### config.mk
export PLATFORM = sky130hd
export DESIGN_NAME = ram_clear_ctrl
export DESIGN_NICKNAME = d
export VERILOG_FILES = /design/src/rtl/ram_clear_ctrl.sv
export SDC_FILE = /design/constraint.sdc
export NUM_CORES = 1
export LEC_CHECK = 0
export CAP_MARGIN = 20
export CORE_MARGIN = 2
export CORE_UTILIZATION = 52
export CTS_BUF_LIST = sky130_fd_sc_hd__clkbuf_4
export DETAILED_ROUTE_END_ITERATION = 6
export MAX_ROUTING_LAYER = met4
export PLACE_DENSITY = 0.92
export SYNTH_ARGS = -nofsm -noshare
export SYNTH_HDL_FRONTEND = slang
export SYNTH_SLANG_ARGS = --single-unit
### constraint.sdc
create_clock -name clk_sys -period 6.8 [get_ports clk_sys]
set_clock_uncertainty 0.05 [all_clocks]
set_input_delay 1.02 -clock clk_sys [delete_from_list [all_inputs] [get_ports clk_sys]]
set_output_delay 1.02 -clock clk_sys [all_outputs]
set_load 0.005 [all_outputs]
### src/rtl/ram_clear_ctrl.sv
// Background clear of SDRAM and DDR3 after core start: two concurrent write channels
// plus busy/done/progress status. Define RAM_CLEAR_PATTERN_EN for address-derived test data.
module ram_clear_ctrl #(
  parameter int SDR_AW    = 25,
  parameter int DDR_AW    = 29,
  parameter int DDR_BURST = 8
) (
  input  logic              clk_sys,
  input  logic              reset_n,
  input  logic              start,
  input  logic              init,
  output logic [SDR_AW-1:0] sdr_addr,
  output logic [15:0]       sdr_din,
  output logic              sdr_we,
  input  logic              sdr_ready,
  output logic [DDR_AW-1:0] ddr_addr,
  output logic [7:0]        ddr_burstcnt,
  output logic [63:0]       ddr_din,
  output logic [7:0]        ddr_be,
  output logic              ddr_we,
  input  logic              ddr_busy,
  output logic              busy,
  output logic              done,
  output logic [7:0]        progress
);

  typedef enum logic [1:0] {T_IDLE, T_RUN, T_DONE} top_state_e;
  typedef enum logic [2:0] {C_IDLE, C_REQ, C_WAIT, C_BURST, C_DONE} chan_state_e;

  localparam logic [7:0]        BEAT_LAST  = 8'(DDR_BURST - 1);
  localparam logic [SDR_AW:0]   SDR_STEP   = (SDR_AW + 1)'(1);
  localparam logic [DDR_AW:0]   DDR_STEP   = (DDR_AW + 1)'(DDR_BURST);

  top_state_e  top_q;
  chan_state_e sdr_st_q, ddr_st_q;
  // Counters are one bit wider than the address; the MSB flags a full wrap.
  logic [SDR_AW:0] sdr_cnt_q, sdr_cnt_d;
  logic [DDR_AW:0] ddr_base_q, ddr_base_d;
  logic [7:0]      beat_q;
  logic            sdr_we_q, ddr_we_q;

  assign sdr_cnt_d  = sdr_cnt_q + SDR_STEP;
  assign ddr_base_d = ddr_base_q + DDR_STEP;

  // NOTE: all state below uses non-blocking assignments so every register samples
  // pre-edge values; blocking here would create order-dependent simulation races.
  always_ff @(posedge clk_sys or negedge reset_n) begin
    if (!reset_n) begin
      top_q      <= T_IDLE;
      sdr_st_q   <= C_IDLE;
      ddr_st_q   <= C_IDLE;
      sdr_cnt_q  <= '0;
      ddr_base_q <= '0;
      beat_q     <= '0;
      sdr_we_q   <= 1'b0;
      ddr_we_q   <= 1'b0;
    end else if (init) begin
      top_q      <= T_IDLE;
      sdr_st_q   <= C_IDLE;
      ddr_st_q   <= C_IDLE;
      sdr_cnt_q  <= '0;
      ddr_base_q <= '0;
      beat_q     <= '0;
      sdr_we_q   <= 1'b0;
      ddr_we_q   <= 1'b0;
    end else begin
      case (top_q)
        T_IDLE, T_DONE: begin
          if (start) begin
            top_q      <= T_RUN;
            sdr_st_q   <= C_REQ;
            sdr_we_q   <= 1'b1;
            sdr_cnt_q  <= '0;
            ddr_st_q   <= C_BURST;
            ddr_we_q   <= 1'b1;
            ddr_base_q <= '0;
            beat_q     <= '0;
          end
        end
        T_RUN: begin
          if (sdr_st_q == C_DONE && ddr_st_q == C_DONE) top_q <= T_DONE;

          case (sdr_st_q)
            C_REQ: begin
              sdr_we_q <= 1'b0;
              sdr_st_q <= C_WAIT;
            end
            C_WAIT: begin
              if (sdr_ready) begin
                sdr_cnt_q <= sdr_cnt_d;
                if (sdr_cnt_d[SDR_AW]) begin
                  sdr_st_q <= C_DONE;
                end else begin
                  sdr_st_q <= C_REQ;
                  sdr_we_q <= 1'b1;
                end
              end
            end
            default: ;
          endcase

          // Waitrequest freezes the burst; the base only moves after the last beat.
          if (ddr_st_q == C_BURST && !ddr_busy) begin
            if (beat_q == BEAT_LAST) begin
              beat_q     <= '0;
              ddr_base_q <= ddr_base_d;
              if (ddr_base_d[DDR_AW]) begin
                ddr_we_q <= 1'b0;
                ddr_st_q <= C_DONE;
              end
            end else begin
              beat_q <= beat_q + 8'd1;
            end
          end
        end
        default: top_q <= T_IDLE;
      endcase
    end
  end

  assign sdr_addr     = sdr_cnt_q[SDR_AW-1:0];
  assign sdr_we       = sdr_we_q;
  assign ddr_addr     = ddr_base_q[DDR_AW-1:0];
  assign ddr_we       = ddr_we_q;
  assign ddr_burstcnt = 8'(DDR_BURST);
  assign ddr_be       = 8'hFF;
  assign busy         = (top_q == T_RUN);
  assign done         = (top_q == T_DONE);

  // Fractions scaled to 256 = complete; 9 bits so a finished channel reads as 1.0.
  logic [8:0] sdr_frac, ddr_frac, min_frac;
  assign sdr_frac = 9'({sdr_cnt_q, 8'd0} >> SDR_AW);
  assign ddr_frac = 9'({ddr_base_q, 8'd0} >> DDR_AW);

  always_comb begin
    min_frac = (sdr_frac < ddr_frac) ? sdr_frac : ddr_frac;
    progress = 8'h00;
    if (top_q == T_DONE)     progress = 8'hFF;
    else if (top_q == T_RUN) progress = min_frac[8] ? 8'hFF : min_frac[7:0];
  end

`ifdef RAM_CLEAR_PATTERN_EN
  logic [31:0] ddr_word;
  assign ddr_word = 32'(ddr_base_q[DDR_AW-1:0]) + 32'(beat_q);
  assign sdr_din  = busy ? (16'(sdr_cnt_q[SDR_AW-1:0]) ^ 16'hA5A5) : 16'h0000;
  assign ddr_din  = busy ? {ddr_word, ddr_word} : 64'h0;
`else
  assign sdr_din = 16'h0000;
  assign ddr_din = 64'h0;
`endif

endmodule
### Yosys cells after proc, flatten, opt, wreduce, memory -nomap -nowiden

Cells that the tools add are included.

| storage, ports and cells | value |
|---|---|
| word-level logic and storage cells | 89 |
| output and inout port bits | 162 |
| register bits after elaboration | 74 |
| bits of input ports | 6 |

| cells by class | value |
|---|---|
| muxes and demuxes | 46 |
| reduce and logical (&&, ||, !) cells | 13 |
| order comparisons | 1 |
| add/sub/neg operators | 3 |
| equal/unequal tests | 18 |

Operators by type and width:

| cell | number |
|---|---|
| $mux 30 | 4 |
| $mux 26 | 4 |
| $pmux 30 s2 | 1 |
| $mux 8 | 7 |
| $pmux 26 s2 | 1 |
| $add 30x4->30 const B | 1 |
| $mux 3 | 9 |
| $add 26x1->26 const B | 1 |
| $pmux 3 s2 | 3 |
| $pmux 8 s2 | 1 |
| $ne 3x2->1 const B | 5 |
| $reduce_and 4->1 | 3 |
| $reduce_and 5->1 | 2 |
| $lt 9x9->1 | 1 |
| $mux 9 | 1 |
| $add 8x1->8 const B | 1 |
| $eq 8x3->1 const B | 1 |
| $mux 1 | 8 |
| $ne 4x4->1 const B | 2 |
| $eq 3x2->1 const B | 2 |
| $eq 3x3->1 const B | 2 |
| $mux 2 | 3 |
| $ne 3x3->1 const B | 2 |
| $pmux 1 s2 | 3 |
| 12 further kinds | 13 |

### Logic depth before layout (Yosys ltp)

| depth | value |
|---|---|
| depth in word-level cells | 6 |
| depth in mapped cells | 8 |
| gate-level depth less buffers | 6 |

### Least setup slack after synthesis

Ideal clock, no wire load.

| path | value |
|---|---|
| kind | reg-to-output |
| from | reg sdr_cnt_q[21] |
| to | out progress[0] |
| stages on the path, launching flop included | 6 |
| path buffers | 0 |
| slack | 4.101 ns |
| required time | 5.730 ns |
| arrival | 1.629 ns |
| cells stage by stage | dfrtp_1 ha_1 a211oi_1 o21ai_1 a21o_1 a211oi_1 |

| on the way | value |
|---|---|
| cells in the longest elaborated chain, start to end | 5 |

Ends and longest elaborated chain:

| what | line | source |
|---|---|---|
| from (decl) | 37 | `logic [SDR_AW:0] sdr_cnt_q, sdr_cnt_d;` |
| from (signal assigned) | 90 | `sdr_cnt_q <= sdr_cnt_d;` |
| $lt 9x9->1 | 136 | `min_frac = (sdr_frac < ddr_frac) ? sdr_frac : ddr_frac;` |
| $mux 9 | 136 |  |
| $mux 8 (2 in series) | 139 | `else if (top_q == T_RUN) progress = min_frac[8] ? 8'hFF : min_frac[7:0];` |
| $mux 8 | 138 | `if (top_q == T_DONE) progress = 8'hFF;` |
| to (decl) | 24 | `output logic [7:0] progress` |

No other way between the ends.

### Worst setup path in the final report

| path | value |
|---|---|
| from | reg ddr_base_q[27] |
| to | out progress[0] |

| on the way | value |
|---|---|
| cells in the longest elaborated chain, start to end | 5 |

Ends and longest elaborated chain:

| what | line | source |
|---|---|---|
| from (decl) | 38 | `logic [DDR_AW:0] ddr_base_q, ddr_base_d;` |
| from (signal assigned) | 106 | `ddr_base_q <= ddr_base_d;` |
| $lt 9x9->1 | 136 |  |
| $mux 9 | 136 |  |
| $mux 8 (2 in series) | 139 |  |
| $mux 8 | 138 |  |

No other way between the ends.

==> impl_summary.md <==
Run status
The run finished with clean final reports.

Synth
The sequential cell area fraction in the yosys report is 32.8%. Synthesis handed over a netlist of 623 instances. The cell area after synthesis is 5260 sq um. In the synthesized netlist, the cells that appear most often are buf_4, dfrtp_1, nor2_1, nand2_1, a21oi_1. Among all flip-flop cells after synthesis, the most frequent one is dfrtp_1. After synthesis, the netlist uses 55 different library cells. In this run, synthesis inferred 0 flip-flops with an integrated enable. Counting flops and latches in the post-synthesis netlist gives 69. The number of warnings printed during yosys synthesis is 0. After synthesis, the cell types taking the most area are dfrtp_1, buf_4, xnor2_1. In this run the mean area of a mapped cell was 8.44 sq um.

Counting flops with an async set or reset pin after synthesis yields a share of 100%. The leading cell type by number of instances after synthesis is buf_4. dfrtp_1 takes more of the synthesized area than any other cell.

The top cell type by area accounts for 32.8% of the synthesized area.

CTS
The number of buffers inserted during clock tree synthesis is 9. The CTS clock-pin slew for the worst setup and hold paths is 0.09 ns. The largest buffer count on any clock path is 2. Clock tree synthesis selected as its root buffer the cell clkbuf_4.

The number of sinks on the clock net is 69. The number of setup buffers added after CTS is 0. The CTS tree is done. At the later pin of the worst-skew pair, clock insertion delay measures 0.42 ns. In this run, post-CTS hold repair placed 0 buffers.

The clock tree synthesis step divided the H-tree into 3 levels. Post-CTS repair changed the size of 0 cells.

Power and ir drop
The total net switching power is 0.201 mW. The internal power is 0.523 mW. The leakage power is 2.17 nW. The power per cell area is 135 nW/um^2. The switching part of the total power is 27.8%. The combinational cell fraction of total power is 10.8%.

The clock network accounts for 31.0% of the total power. After layout, the design draws a total of 0.724 mW. IR analysis of the VDD net gives a maximum drop of 0.0682 mV. The sequential share of power is 58.2%.

Placed design
The final weighted congestion in routability-driven placement is 0.913. The number of instances in the placed design is 753. Port buffering added 68 buffers. OpenSTA, run right after detailed placement, puts the worst setup slack at 2.98 ns. Once detailed placement completed, the half-perimeter wirelength came to 8260 um.

Global routing
In this run the most used layer during global routing was met2. The global-route usage over all layers is 21.4%. The number of global-route vias before repair is 3874. The met3 demand-to-capacity share in global routing is 4.74%. The first global-routing pass estimated 18600 um of wire. The initial antenna violation count is 0. Global routing used 25.4% of the available met1 tracks. The final global-route overflow total is 0. The met2 layer usage reported by global route is 34.9%. The maximum number of pins on one net before global-route repair is 70.

Critical path
Counting cells, the worst reg-to-reg path comes to 6. The count of cell instances traversed by the critical path is 7. The worst setup path is launched from a flip-flop. In this design, the largest share of critical-path delay is due to compound AO/OA/AOI/OAI gates. The timing startpoint of the critical path is ddr_base_q[27].

Together, buffers and inverters on the worst path number 2. The endpoint of the most critical setup path is progress[0]. The register-to-register path setup slack is 3.79 ns. Traced cell by cell, the critical path runs through inv_1 > ha_1 > nand4_1 > a21oi_1 > a2111oi_0 > a211oi_1 > clkdlybuf4s50_1. The worst flop-to-flop path endpoint is ddr_base_q[28]. The path type of the worst setup path is flip-flop to output port. In this run the critical register-to-register path is launched from beat_q[0]. The cell with the biggest individual delay on the critical path is clkdlybuf4s50_1. STA classifies the critical path endpoint as an output port. In this run the worst path has a maximum fanout of 9. The largest single stage delay on the critical path is 0.55 ns. The arrival time at the worst endpoint is 2.87 ns. At the worst endpoint, the required time is 5.73 ns.

STA
Setup violations remaining at the end of the flow were counted as 0. Dividing the final minimum period by the clock period gives 57.9%. The final-report hold violation count was 0. At the pin with the least slew margin, the transition time is 0.994 ns. The final number of max-transition violations is 0. Headroom to the max-slew limit came out at 33.7%. The final period demand of the worst path is 3.94 ns.

The least setup slack across all paths after layout is 2.86 ns. After routing, the total negative slack on setup checks comes to 0 ns. Static timing analysis puts the maximum clock frequency at 254 MHz. Setup repair after global routing left no endpoint under its margin.

Drt
The detailed router's first-iteration violation count is 394. Summed over all layers, the routed wires come to 11400 um. The count of vias placed by the detailed router is 4202. The post-detailed-route DRC marker count is 0.

The average wire per cell in the routed design is 14.8 um. The pre-antenna-repair detailed-routing pass consisted of 5 iterations. Once detail routing completed, the nets flagged for antenna violations numbered 0. Dividing the detail-routed via count by the number of cells gives 5.46.

Floorplan
Measured along the x axis, the die boundary spans 105 um. 168 I/O pins were placed. The starting utilization of the core area is 53.8%. The die covers 10900 sq um. The floorplan has 36 rows. The die span in y is 105 um. The placeable core region is 9770 sq um.

Final layout
Excluding fillers, the count of instances in the completed layout stands at 769. The number of antenna diodes is 0. At the end of the flow the core is filled with cells to 55.0%. The number of nets in the layout is 648. In the final layout, the share of cells above drive strength 1 is 4.72%. The post-synthesis to final-layout area growth is 2.33%.

Flow run
The number of maximum-capacitance violations is 0.

Hold path
The tightest min-delay check is of the flip-flop to flip-flop type.
-- cells by family after synthesis --
group                    after synthesis  synth area share, %
AO/OA/AOI/OAI                         97                 11.6
multiplexers                           2                0.381
flip-flops                            69                 32.8
AND/OR/NAND/NOR                      223                 23.0
other                                  2                0.143
buffers and inverters                190                 24.5
XOR/XNOR                              29                 4.83
adder cells (fa/ha/maj)               11                 2.62
-- layout by cell type (no fill, tap or decap), types with 9 or more instances in the layout --
master	instances
clkdlybuf4s50_1	67
xnor2_1	26
clkbuf_4	13
nand2_1	41
conb_1	99
or3_1	14
nor2_1	55
a211oi_1	9
a21oi_1	28
dfrtp_1	69
inv_1	19
o21ai_0	27
ha_1	11
nand4_1	16
nand3_1	27
nor4_1	16
-- metrics by stage --
stage	instance area (sq um)	hold slack, ns
after floorplan	5620	0.433
after global placement	5270	0.476
after detailed placement	5270	0.487
after CTS	5380	0.500
after global routing	5380	0.562
final	5380	0.499
-- power by group through the flow --
stage | Clock (mW) | Combinational (mW) | Sequential [mW]
after floorplan | 0 | 0.0925 | 0.428
after CTS | 0.233 | 0.0764 | 0.421
after global routing | 0.250 | 0.0877 | 0.422
after global placement | 0 | 0.0739 | 0.429
after detailed placement | 0 | 0.0760 | 0.429
final | 0.225 | 0.0780 | 0.422
-- layer usage --
metal | up-vias | wire length (um)
li1 | 1961 | -
met1 | 2021 | 4640
met2 | 198 | 5730
met3 | 22 | 786
met4 | 0 | 238
met5 | - | 0
-- flip-flops by register name, summed over array words and instances, names as in the netlist --
| register | count |
|---|---|
| beat_q | 8 |
| sdr_st_q | 3 |
| ddr_base_q | 27 |
| ddr_st_q | 2 |
| sdr_cnt_q | 26 |
| top_q | 2 |
| sdr_we | 1 |
-- layout make-up --
| cell class | count | area, sq um |
|---|---|---|
| fill | 874 | 4390 |
| multi-input combinational | 461 | 2610 |
| sequential | 69 | 1730 |
| timing repair buffer | 70 | 691 |
| tap | 133 | 166 |
| clock buffer | 13 | 97.6 |
| inverter | 20 | 75.1 |
| clock inverter | 3 | 12.5 |
-- worst register-to-register path, delay by kind of cell (launching register included) --
| family | cells | cell delay (ns) |
|---|---|---|
| flops | 1 | 0.44 |
| compound gates | 2 | 0.72 |
| simple gates | 3 | 1.43 |
| fa+ha+maj | 1 | 0.29 |
-- how the worst min path moves through the flow --
stage                    from              to  slack (ns)  cells past startpoint
5_1_grt        ddr_base_q[29]  ddr_base_q[29]        0.56                      2
2_1_floorplan     ddr_st_q[2]     ddr_st_q[2]        0.43                      2
3_5_place_dp   ddr_base_q[29]  ddr_base_q[29]        0.49                      2
4_1_cts        ddr_base_q[29]  ddr_base_q[29]        0.50                      2
3_3_place_gp   ddr_base_q[29]  ddr_base_q[29]        0.48                      2
6_report       ddr_base_q[29]  ddr_base_q[29]        0.50                      2
Power figures use the tool's default switching activity.
